===== config.mk =====
export PLATFORM = sky130hd
export DESIGN_NAME = window_pos_gen
export DESIGN_NICKNAME = d
export VERILOG_FILES = /design/src/rtl/window_pos_gen.sv
export SDC_FILE = /design/constraint.sdc
export NUM_CORES = 1
export LEC_CHECK = 0
export CAP_MARGIN = 20
export CORE_UTILIZATION = 55
export CTS_CLUSTER_SIZE = 10
export DETAILED_ROUTE_END_ITERATION = 7
export GPL_ROUTABILITY_DRIVEN = 0
export PLACE_DENSITY = 0.83
export SYNTH_ARGS = -nofsm -noshare
export SYNTH_HDL_FRONTEND = slang
export SYNTH_SLANG_ARGS = --single-unit
export TNS_END_PERCENT = 100

===== constraint.sdc =====
create_clock -name clk -period 9.2 [get_ports clk]
set_clock_uncertainty 0.05 [all_clocks]
set_input_delay 1.84 -clock clk [delete_from_list [all_inputs] [get_ports clk]]
set_output_delay 1.84 -clock clk [all_outputs]
set_load 0.05 [all_outputs]

===== src/rtl/window_pos_gen.sv =====
// window_pos_gen: per-frame scale iteration and raster-order window position stream
module window_pos_gen #(
  parameter int IMG_WIDTH   = 45,
  parameter int IMG_HEIGHT  = 45,
  parameter int W_SCALE     = 4,
  parameter int NUM_SCALES  = 8,
  parameter int WINDOW_SIZE = 24,
  parameter int STEP        = 1,
  localparam int W_X  = $clog2(IMG_WIDTH),
  localparam int WD_X = $clog2(IMG_WIDTH + 1),
  localparam int W_Y  = $clog2(IMG_HEIGHT),
  localparam int WD_Y = $clog2(IMG_HEIGHT + 1)
) (
  input  logic               clk,
  input  logic               rst,
  input  logic               start,
  output logic               busy,
  output logic               done,
  input  logic               scale_info_valid,
  output logic               scale_info_ready,
  input  logic [WD_X-1:0]    scale_info_width,
  input  logic [WD_Y-1:0]    scale_info_height,
  output logic               window_pos_valid,
  input  logic               window_pos_ready,
  output logic               window_pos_eot,
  output logic [W_SCALE-1:0] window_pos_scale,
  output logic [W_X-1:0]     window_pos_x,
  output logic [W_Y-1:0]     window_pos_y
);
  typedef enum logic [1:0] {IDLE, WAIT_SCALE, EMIT, EOT_ONLY} state_t;
  state_t             r_state;
  logic [WD_X-1:0]    r_w;
  logic [WD_Y-1:0]    r_h;
  logic [W_X-1:0]     r_x;
  logic [W_Y-1:0]     r_y;
  logic [W_SCALE-1:0] r_scale;
  logic               r_busy, r_done, r_ready, r_valid;
  logic [WD_X:0]      w_x_nxt, w_x_lim;
  logic [WD_Y:0]      w_y_nxt, w_y_lim;
  logic               w_x_more, w_y_more, w_last_scale, w_big, w_si_hs, w_wp_hs;
  // One extra bit keeps x+STEP and W-WINDOW_SIZE free of wraparound
  assign w_x_nxt      = (WD_X+1)'(r_x) + (WD_X+1)'(STEP);
  assign w_y_nxt      = (WD_Y+1)'(r_y) + (WD_Y+1)'(STEP);
  assign w_x_lim      = {1'b0, r_w} - (WD_X+1)'(WINDOW_SIZE);
  assign w_y_lim      = {1'b0, r_h} - (WD_Y+1)'(WINDOW_SIZE);
  assign w_x_more     = w_x_nxt <= w_x_lim;
  assign w_y_more     = w_y_nxt <= w_y_lim;
  assign w_last_scale = r_scale == W_SCALE'(NUM_SCALES - 1);
  assign w_big        = ({1'b0, scale_info_width} >= (WD_X+1)'(WINDOW_SIZE)) &&
                        ({1'b0, scale_info_height} >= (WD_Y+1)'(WINDOW_SIZE));
  assign w_si_hs      = scale_info_valid & r_ready;
  assign w_wp_hs      = r_valid & window_pos_ready;
  assign busy             = r_busy;
  assign done             = r_done;
  assign scale_info_ready = r_ready;
  assign window_pos_valid = r_valid;
  assign window_pos_scale = r_scale;
  assign window_pos_x     = r_x;
  assign window_pos_y     = r_y;
  assign window_pos_eot   = r_valid & ((r_state == EOT_ONLY) ||
                            (r_state == EMIT && w_last_scale && !w_x_more && !w_y_more));
  always_ff @(posedge clk or posedge rst) begin
    if (rst) begin
      r_state <= IDLE;
      r_w     <= '0;
      r_h     <= '0;
      r_x     <= '0;
      r_y     <= '0;
      r_scale <= '0;
      r_busy  <= 1'b0;
      r_done  <= 1'b0;
      r_ready <= 1'b0;
      r_valid <= 1'b0;
    end else begin
      r_done <= 1'b0;
      case (r_state)
        IDLE: if (start) begin
          r_state <= WAIT_SCALE;
          r_scale <= '0;
          r_busy  <= 1'b1;
          r_ready <= 1'b1;
        end
        WAIT_SCALE: if (w_si_hs) begin
          r_w <= scale_info_width;
          r_h <= scale_info_height;
          r_x <= '0;
          r_y <= '0;
          if (w_big) begin
            r_state <= EMIT;
            r_ready <= 1'b0;
            r_valid <= 1'b1;
          end else if (w_last_scale) begin
            r_state <= EOT_ONLY;
            r_ready <= 1'b0;
            r_valid <= 1'b1;
          end else begin
            r_scale <= r_scale + W_SCALE'(1);
          end
        end
        EMIT: if (w_wp_hs) begin
          if (w_x_more) begin
            r_x <= w_x_nxt[W_X-1:0];
          end else begin
            r_x <= '0;
            if (w_y_more) begin
              r_y <= w_y_nxt[W_Y-1:0];
            end else if (!w_last_scale) begin
              r_state <= WAIT_SCALE;
              r_scale <= r_scale + W_SCALE'(1);
              r_valid <= 1'b0;
              r_ready <= 1'b1;
            end else begin
              r_state <= IDLE;
              r_valid <= 1'b0;
              r_busy  <= 1'b0;
              r_done  <= 1'b1;
            end
          end
        end
        EOT_ONLY: if (w_wp_hs) begin
          r_state <= IDLE;
          r_valid <= 1'b0;
          r_busy  <= 1'b0;
          r_done  <= 1'b1;
        end
        default: r_state <= IDLE;
      endcase
    end
  end
endmodule


==> summary.md, run 1 <==
| Metric | Value |
|---|---|
| Max-Cap Viols | `0` |
| Compound-gate portion of the synthesized area | `0.183` |
| Post-synthesis simple-gate area fraction | `0.133` |
| Share of power burned in registers | `0.294` |
| EDFF count, synth | `0` |
| P_sw | `0.387 mW` |
| Syn_nets | `256` |
| Final Hold Viols | `0` |
| Startpoint Class | `register` |
| Postcts setup bufs | `0` |
| DR vias | `between 1,500 and 2,000` |
| CORE AREA | `3740 sq um` |
| Fmax | `182 MHz` |
| Number of warnings issued by yosys | `0` |
| First drt pass iteration count | `4` |
| Largest family of logic cells by synthesized area | `compound AO/OA/AOI/OAI gates` |
| Die area | `4260 sq um` |
| Worst slack, placed | `4.03 ns` |
| Final Net Count | `297` |
| Cts repair resizes | `0` |
| Worst rel slew slack | `0.555` |
| CP arrival | `3.59 ns` |
| Antenna-violating nets left | `0` |
| CTS clk-pin slew, worst paths | `0.07 ns` |
| Number of hold buffers added after cts | `0` |
| CP Class | `reg2out` |
| Routed len/inst | `14.7 um` |
| CP max FO | `6` |
| Worst Tran Pin Value | `0.663 ns` |
| Vias/cell | `5.89` |
| Number of top-level pins | `38` |
| Total CTS buffers | `5` |
| Clk pwr share | `0.132` |
| DRC violations left | `0` |
| Layout area overhead | `23.4%` |
| Synthesized-area fraction occupied by adder cells | `0.131` |
| Clock root buffer | `clkbuf_8` |
| Initial antenna violation count | `0` |
| CTS tree | `built` |
| Status | `completed` |
| Largest net degree at the start of global routing | `35` |
| Initial core utilization | `0.589` |
| Fin Setup TNS | `0 ns` |
| Clock Path Buffers | `2` |
| Fillers | `300` |
| Vias in the first global route | `approximately 1,700` |
| Worst Hold Slack | `approximately 0.47 ns` |
| Layout cells sized above 1 | `0.116` |
| Tcrit/Tclk final | `0.596` |
| Die width | `65.3 um` |
| Skew-Pair Late Insertion Delay | `0.29 ns` |
| Crit path time final | `between 5 and 6 ns` |
| Hold Crit Class | `reg2reg` |
| PortBufs | `37` |
| XOR/XNOR Fraction of Synth Area | `0.0358` |
| LEAKAGE | `1.26 nW` |
| Cell Area, Synth | `~2200 sq um` |
| IR drop worst, VDD | `~0.00025 V` |
| Sequential area share after synthesis | `0.386` |
| Drt first-iter violations | `roughly 140` |
| Syn Inst Count | `about 220` |
| Total global-route track usage | `0.240` |
| Die H | `~65 um` |
| Comb power frac | `0.574` |
| Final setup margin | `3.72 ns` |
| Final setup vio count | `0` |
| Flops & latches, synth | `34` |
| Total wire length | `around 4.5 mm` |
| Dpl hpwl | `~3.4 mm` |
| Synth Flop Type | `dfrtp_1` |
| Switching share of total power | `0.455` |
| CTS Sinks | `34` |
| Ant. Diodes | `0` |
| FP Rows | `22` |
| Pwr dens | `roughly 310 nW/um^2` |
| Synth async-reset ratio | `1.00` |
| P_int | `0.463 mW` |
| Syn avg cell area | `~10 sq um` |
| GRT overflow | `0` |
| First-pass GRT wire length | `7.65 mm` |
| Unrepaired setup endpoints after global routing | `false` |
| Worst setup EP type | `output port` |
| Mux share of post-synthesis cell area | `0.0875` |
| Critical Path RT | `7.31 ns` |
| Pins over their slew limit | `0` |
| H-tree Lvls | `2` |
| Netlist cell types | `48` |
-- cells in the final DEF, fill, tap and decap left out, types with 4 or more instances in the layout --
master / n
nand3b_1: 4
nand2_1: 14
a21oi_1: 11
o2bb2ai_1: 5
nor2_1: 9
o21ai_0: 6
mux2_2: 14
dfrtp_1: 34
ha_1: 23
a32o_1: 4
clkbuf_8: 6
xor2_1: 7
nand3_1: 12
clkdlybuf4s50_1: 37
inv_1: 20
-- cells by family after synthesis --
kind of cell / Yosys count
AOI/OAI and AO/OA: 52
adders and majority gates: 23
xor gates and xnor gates: 9
and+or+nand+nor: 56
muxes: 17
DFF: 34
buffers and inverters: 25
-- worst paths after layout --
path                                 start             endpoint  slack [ns]  depth (start not counted)
setup / recovery           window_pos_y[0]       window_pos_eot        3.72                         11
hold / removal                      r_h[2]               r_h[2]        0.47                          1
setup reg to reg           window_pos_y[0]  window_pos_scale[0]        6.07                         10
hold reg to reg                     r_h[2]               r_h[2]        0.47                          1
max in group asynchronous              rst      window_pos_x[5]        6.91                          3
min in group asynchronous              rst      window_pos_y[2]        1.89                          3
-- area by class of cell --
cell class                      instances  area, sq um  share of cell area
Tap cell                               48         60.1              0.0221
Timing Repair Buffer                   39          385               0.142
Sequential cell                        34          851               0.313
Inverter                               20         75.1              0.0276
Clock inverter                          1         5.00             0.00184
Multi-Input combinational cell        157         1260               0.462
Clock buffer                            7         86.3              0.0318
-- layer usage --
layer | wire length (um) | global-route usage
met5 | 0 | 0
met4 | 64 | 0.0978
met3 | 259 | 0.0521
met2 | 2130 | 0.390
met1 | 2050 | 0.306
-- critical path: stages (launching register included) --
cell	delay [ns]
dfrtp_1	0.44
ha_1	0.25
nand3_1	0.12
xor2_1	0.21
inv_1	0.07
ha_1	0.28
and4_1	0.20
a21boi_2	0.19
o31a_1	0.22
nor4b_1	0.35
o21a_1	0.17
clkdlybuf4s50_1	0.79
-- flip-flops by register name, indices dropped and copies added, names as in the netlist --
name              cells
done                  1
r_w                   6
window_pos_x          6
scale_info_ready      1
window_pos_valid      1
r_state               2
busy                  1
window_pos_scale      4
window_pos_y          6
r_h                   6
-- cell usage after synthesis, types with 3 or more instances --
cell | number | area [sq um]
nand3b_1 | 4 | 30.0
nor2_1 | 9 | 33.8
ha_1 | 23 | 288
a21oi_1 | 11 | 55.1
a21o_1 | 3 | 22.5
nand3_1 | 12 | 60.1
o21ai_0 | 6 | 30.0
dfrtp_1 | 34 | 851
o2bb2ai_1 | 5 | 43.8
a32o_1 | 4 | 40.0
inv_1 | 20 | 75.1
mux2_2 | 14 | 158
nor4_1 | 3 | 18.8
nand2b_1 | 3 | 18.8
xor2_1 | 7 | 61.3
nand2_1 | 14 | 52.6
-- through the flow --
stage,cells,util,area (sq um),total power [mW]
6_report,306,0.726,2720,0.851
5_1_grt,306,0.726,2720,0.922
4_1_cts,306,0.726,2720,0.854
3_5_place_dp,298,0.702,2630,0.739
3_3_place_gp,298,0.702,2630,0.725
2_1_floorplan,216,-,2200,0.613
-- power by group through the flow --
| stage | clock network (mW) | registers [mW] | logic, mW |
|---|---|---|---|
| global placement | 0 | 0.249 | 0.476 |
| detailed placement | 0 | 0.252 | 0.487 |
| CTS | 0.114 | 0.250 | 0.490 |
| floorplan | 0 | 0.305 | 0.308 |
| finish | 0.112 | 0.250 | 0.488 |
| global route | 0.121 | 0.258 | 0.543 |
No activity file was read; power rests on OpenSTA's default activity.
==> run 2: changes to the inputs <==
--- a/config.mk
+++ b/config.mk
@@ -6,11 +6,11 @@
 export NUM_CORES = 1
 export LEC_CHECK = 0
 export CAP_MARGIN = 20
-export CORE_UTILIZATION = 55
+export CORE_UTILIZATION = 53
 export CTS_CLUSTER_SIZE = 10
 export DETAILED_ROUTE_END_ITERATION = 7
 export GPL_ROUTABILITY_DRIVEN = 0
-export PLACE_DENSITY = 0.83
+export PLACE_DENSITY = 0.8
 export SYNTH_ARGS = -nofsm -noshare
 export SYNTH_HDL_FRONTEND = slang
 export SYNTH_SLANG_ARGS = --single-unit
==> constraint.sdc (replaced) <==
create_clock -name clk -period 5.6 [get_ports clk]
set_clock_uncertainty 0.05 [all_clocks]
set_input_delay 1.12 -clock clk [delete_from_list [all_inputs] [get_ports clk]]
set_output_delay 1.12 -clock clk [all_outputs]
set_load 0.05 [all_outputs]
==> run 2 against run 1 <==
Wire length is 7.0% higher; global-route usage grew 0.26 points; sequential share of layout area is essentially flat; power grew 67%; flip-flop and latch count stayed put; combinational power grew 68%; die area is 3.6% higher; clock power is 65% higher; cell area hardly changed; via count up 1.9%; utilization fell by 4.6 points; critical path type unchanged; critical endpoint unchanged.
==> summary.md, run 2 (synthesis gave the netlist of run 1 again) <==
| Metric | Value |
|---|---|
| Initial core utilization | `0.551 (-0.0377)` |
| Vias in the first global route | `1,788 (+3.9%)` |
| Number of hold buffers added after cts | `0 (unchanged)` |
| Fillers | `323 (+7.7%)` |
| Pwr dens | `521 nW/um^2 (+66%)` |
| FP Rows | `23 (+4.5%)` |
| Final setup vio count | `0 (unchanged)` |
| Total wire length | `4.82 mm (+7.0%)` |
| Area taken by multi-input logic gates | `1260 sq um (unchanged)` |
| CP Class | `reg2out` |
| Tcrit/Tclk final | `0.852` |
| H-tree Lvls | `2 (unchanged)` |
| Max-Cap Viols | `0 (unchanged)` |
| Final Net Count | `297 (unchanged)` |
| Ant. Diodes | `0 (unchanged)` |
| Total global-route track usage | `0.242 (+0.00263)` |
| LEAKAGE | `1.26 nW (unchanged)` |
| Skew-Pair Late Insertion Delay | `0.28 ns (about the same)` |
| Die area | `4420 sq um (+3.6%)` |
| Clock root buffer | `clkbuf_8` |
| Total design power | `1.42 mW (+67%)` |
| Initial antenna violation count | `0 (unchanged)` |
| CP arrival | `3.60 ns (about the same)` |
| CTS Sinks | `34 (unchanged)` |
| Number of top-level pins | `38 (unchanged)` |
| Reg2Reg Depth | `10 (unchanged)` |
| Die width | `66.5 um (+1.8%)` |
| CTS clk-pin slew, worst paths | `0.07 ns (about the same)` |
| CORE AREA | `4000 sq um (+6.9%)` |
| Die H | `66.5 um (+1.8%)` |
| Vias/cell | `5.96 (+1.3%)` |
| Total CTS buffers | `5 (unchanged)` |
| Commonest non-fill, non-tap cell in the layout | `clkdlybuf4s50_1` |
| CP max FO | `6 (unchanged)` |
| Layout cells sized above 1 | `0.116 (unchanged)` |
| Fin Setup TNS | `0 ns (unchanged)` |
| Fmax | `210 MHz` |
| Postcts setup bufs | `0 (unchanged)` |
| CTS tree | `built` |
| Routed len/inst | `15.6 um (+6.3%)` |
| Clock Path Buffers | `2 (unchanged)` |
| Worst rel slew slack | `0.539 (-0.0158)` |
| Antenna-violating nets left | `0 (unchanged)` |
| First drt pass iteration count | `4 (unchanged)` |
| DR vias | `1,836 (+1.9%)` |
| Worst setup EP type | `output port` |
| Drt first-iter violations | `72 (-47%)` |
| Final setup margin | `0.828 ns (-2.89 ns)` |
| First-pass GRT wire length | `7.97 mm (+4.2%)` |
| Hold Crit Class | `reg2reg` |
| Crit path time final | `4.77 ns` |
| Critical Path RT | `4.43 ns (-2.88 ns)` |
| Final Hold Viols | `0 (unchanged)` |
| DRC violations left | `0 (unchanged)` |
| FF/Latch Area | `851 sq um (unchanged)` |
| Unrepaired setup endpoints after global routing | `false` |
| Dpl hpwl | `3.47 mm (+1.6%)` |
| Worst slack, placed | `1.15 ns (-2.88 ns)` |
| Worst Tran Pin Value | `0.687 ns (+0.0235 ns)` |
| Layout area overhead | `23.5% (about the same)` |
| Cts repair resizes | `0 (unchanged)` |
| Status | `completed` |
| Most frequent cells in the layout | `37 x clkdlybuf4s50_1, 34 x dfrtp_1, 23 x ha_1` |
| GRT overflow | `0 (unchanged)` |
| PortBufs | `37 (unchanged)` |
| IR drop worst, VDD | `0.000318 V (+25%)` |
| Hold Crit Depth | `1 (unchanged)` |
| Largest net degree at the start of global routing | `35 (unchanged)` |
| Startpoint Class | `register` |
| Pins over their slew limit | `0 (unchanged)` |
[run 2: cell counts in the layout (fill, tap and decap cells not counted)]
Identical to the previous run, type by type.
[run 2: critical path: stages (launching register included)]
cell and delay (ns):
dfrtp_1 0.45, ha_1 0.25, nand3_1 0.12, xor2_1 0.20
inv_1 0.07, ha_1 0.28, and4_1 0.21, a21boi_2 0.19
o31a_1 0.22, nor4b_1 0.36, o21a_1 0.17, clkdlybuf4s50_1 0.80
[run 2: metal layers]
layer / wire (um) / vias up / GRT usage / share of wire
met3: 224 / 8 / 0.0582 / 0.047
met4: 81 / 0 / 0.130 / 0.017
met1: 2160 / 893 / 0.309 / 0.45
met5: 0 / - / 0 / 0
met2: 2350 / 59 / 0.376 / 0.49
li1: - / 876 / - / -
[run 2: cell type report]
class | count | share of cell area
flip-flops and latches | 34 | 0.313
clock inverters | 1 | 0.00184
inverters | 20 | 0.0276
clock buffers | 7 | 0.0317
multi-input cells | 157 | 0.462
repair buffers | 39 | 0.142
well taps | 50 | 0.0230
[run 2: final timing paths]
path / start / end / slack, ns
min: r_w[2] / r_w[2] / 0.47
min in group asynchronous: rst / window_pos_x[0] / 1.19
max in group asynchronous: rst / scale_info_ready / 4.00
max: window_pos_y[0] / window_pos_eot / 0.83
min reg2reg: r_w[2] / r_w[2] / 0.47
max reg2reg: window_pos_x[0] / window_pos_scale[0] / 2.39
[run 2: report_power, final]
group / switching (mW) / total (mW) / internal [mW]
combinational: 0.482 / 0.818 / 0.335
clock: 0.0855 / 0.185 / 0.0991
sequential: 0.0837 / 0.415 / 0.331
total: 0.652 / 1.42 / 0.765
[run 2: per-stage QoR]
stage               utilization  std cells  cell area (sq um)  hold WS [ns]
floorplan                     -        216               2200         0.429
CTS                       0.678        307               2710         0.468
finish                    0.680        308               2720         0.465
detailed placement        0.656        299               2620         0.451
global placement          0.656        299               2620         0.432
global route              0.680        308               2720         0.487
==> RTL edit, RTL diff (flow settings as in run 2) <==
Encoding of `state_t`: now one-hot (4 bits for 4 states).
--- a/src/rtl/window_pos_gen.sv
+++ b/src/rtl/window_pos_gen.sv
@@ -28,5 +28,5 @@
   output logic [W_Y-1:0]     window_pos_y
 );
-  typedef enum logic [1:0] {IDLE, WAIT_SCALE, EMIT, EOT_ONLY} state_t;
+  typedef enum logic [3:0] {IDLE = 4'b0001, WAIT_SCALE = 4'b0010, EMIT = 4'b0100, EOT_ONLY = 4'b1000} state_t;
   state_t             r_state;
   logic [WD_X-1:0]    r_w;
Check against the original RTL: same outputs for any inputs over 10 cycles, from zero or initial values and one cycle with rst high; not proved beyond that.
==> RTL edit against run 2 <==
Critical path depth grew 1. Hold slack better by 26 ps. Area after synthesis up 3.4%. Routed wire length shrank 1.7%. Final cell count increased by 2.6%. Setup slack improved by 390 ps. Synthesized cell count increased by 5.1%. Design area rose by 3.1%. Maximum frequency is 8.8% higher. Register-to-register slack better by 310 ps. Sequential cell count rose by 2. Critical path type unchanged. Critical endpoint unchanged. Highest routed layer unchanged.
Power is not compared: it rests on default switching activity, and its combinational part moved more than twofold at a synthesized area within 25%.
==> RTL edit: results (changes against run 2) <==
----------------------------------------------------
[Synth]
  Post-synthesis xor/xnor area fraction ... 5.00% (+1.4 points)
  Sequential fraction of the synthesis area ... 39.6% (+0.98 points)
  Adder and majority gate portion of the synthesized area ... 10.4% (-2.6 points)
  Synth area leaders ... sky130_fd_sc_hd__dfrtp_1, sky130_fd_sc_hd__ha_1, sky130_fd_sc_hd__mux2_2
  Most numerous cell types in the synthesized netlist ... sky130_fd_sc_hd__dfrtp_1, sky130_fd_sc_hd__ha_1, sky130_fd_sc_hd__nand2_1
  Multiplexer share of the synthesized area ... 7.52% (-1.2 points)
  Number of library cell types mapped by synthesis ... 51 (+6.3%)
  Synthesized net count ... 263 (+2.7%)
  Area fraction in compound gates after synthesis ... 16.0% (-2.3 points)

[Route]
  Total vias in the final route ... 1804 (-1.7%)
  Length of routed wiring on met1 ... 2200 um (+1.9%)

[Setup path]
  Crit path max fanout ... 5 (-1)
  FF-to-FF setup slack ... 2700 ps (+310 ps)
  Delay of the slowest critical-path stage ... 830 ps (+30 ps)
  Data arrival time of the critical path ... 3220 ps (-380 ps)

[STA]
  Hold_ws ... 491 ps (+25.9 ps)
  Worst rel slew slack ... 54.2% (+0.33 points)

[Global routing]
  Total track usage ... 23.2% (-1.0 points)
  Global-route wire length before repair ... 7770 um (-2.5%)
  Largest net degree at the start of global routing ... 37 (+5.7%)

[Placement]
  Post-place setup slack ... 1500 ps (+351 ps)
  DP Cell Count ... 308 (+3.0%)
  DP Wirelength ... 3580 um (+3.4%)
  Post-detailed-placement cell area ... 0.00268 sq mm (+2.2%)

[Cells and area]
  Share of cells above drive strength 1 ... 11.3% (-0.35 points)
  Number of fillers in the final layout ... 326 (+0.93%)
  Number of nets in the layout ... 301 (+1.3%)
  Filler-free cell count of the finished design ... 316 (+2.6%)

[Status]
  Run status ... completed

----------------------------------------------------
-- RTL edit: cell families after synthesis --
| group | Yosys count |
|---|---|
| compound gates | 51 |
| mux | 15 |
| fa+ha+maj | 19 |
| flops | 36 |
| simple gates | 74 |
| xor+xnor | 13 |
| buf+inv | 19 |
-- RTL edit: cell type report --
cell class / instances / area share, %
repair buffers: 38 / 13.5
flip-flops and latches: 36 / 32.1
clock inverters: 1 / 1.07
well taps: 50 / 2.23
clock buffers: 7 / 3.43
inverters: 12 / 1.60
multi-input cells: 172 / 46.1
-- RTL edit: layer usage --
metal  vias to the layer above  track usage (%)
li1                        898                -
met1                       875             27.5
met2                        29             39.9
met3                         2             7.77
met4                         0             5.59
met5                         -                0
-- RTL edit: path summary, 6_finish.rpt --
kind,startpoint,endpoint
max in group asynchronous,rst,r_state[0]$_DFFE_PP1P_
min in group asynchronous,rst,r_w[4]$_DFFE_PP0P_
hold reg to reg,r_h[0]$_DFFE_PP0P_,r_h[0]$_DFFE_PP0P_
hold / removal,r_h[0]$_DFFE_PP0P_,r_h[0]$_DFFE_PP0P_
setup reg to reg,window_pos_x[0]$_DFFE_PP0P_,window_pos_y[0]$_DFFE_PP0P_
setup / recovery,window_pos_y[2]$_DFFE_PP0P_,window_pos_eot
-- RTL edit: where the power goes --
part / internal (mW) / total (mW) / switching (mW)
logic: 0.0109 / 0.0204 / 0.00945
clock network: 0.157 / 0.250 / 0.0932
registers: 0.260 / 0.260 / 0
total: 0.428 / 0.531 / 0.103
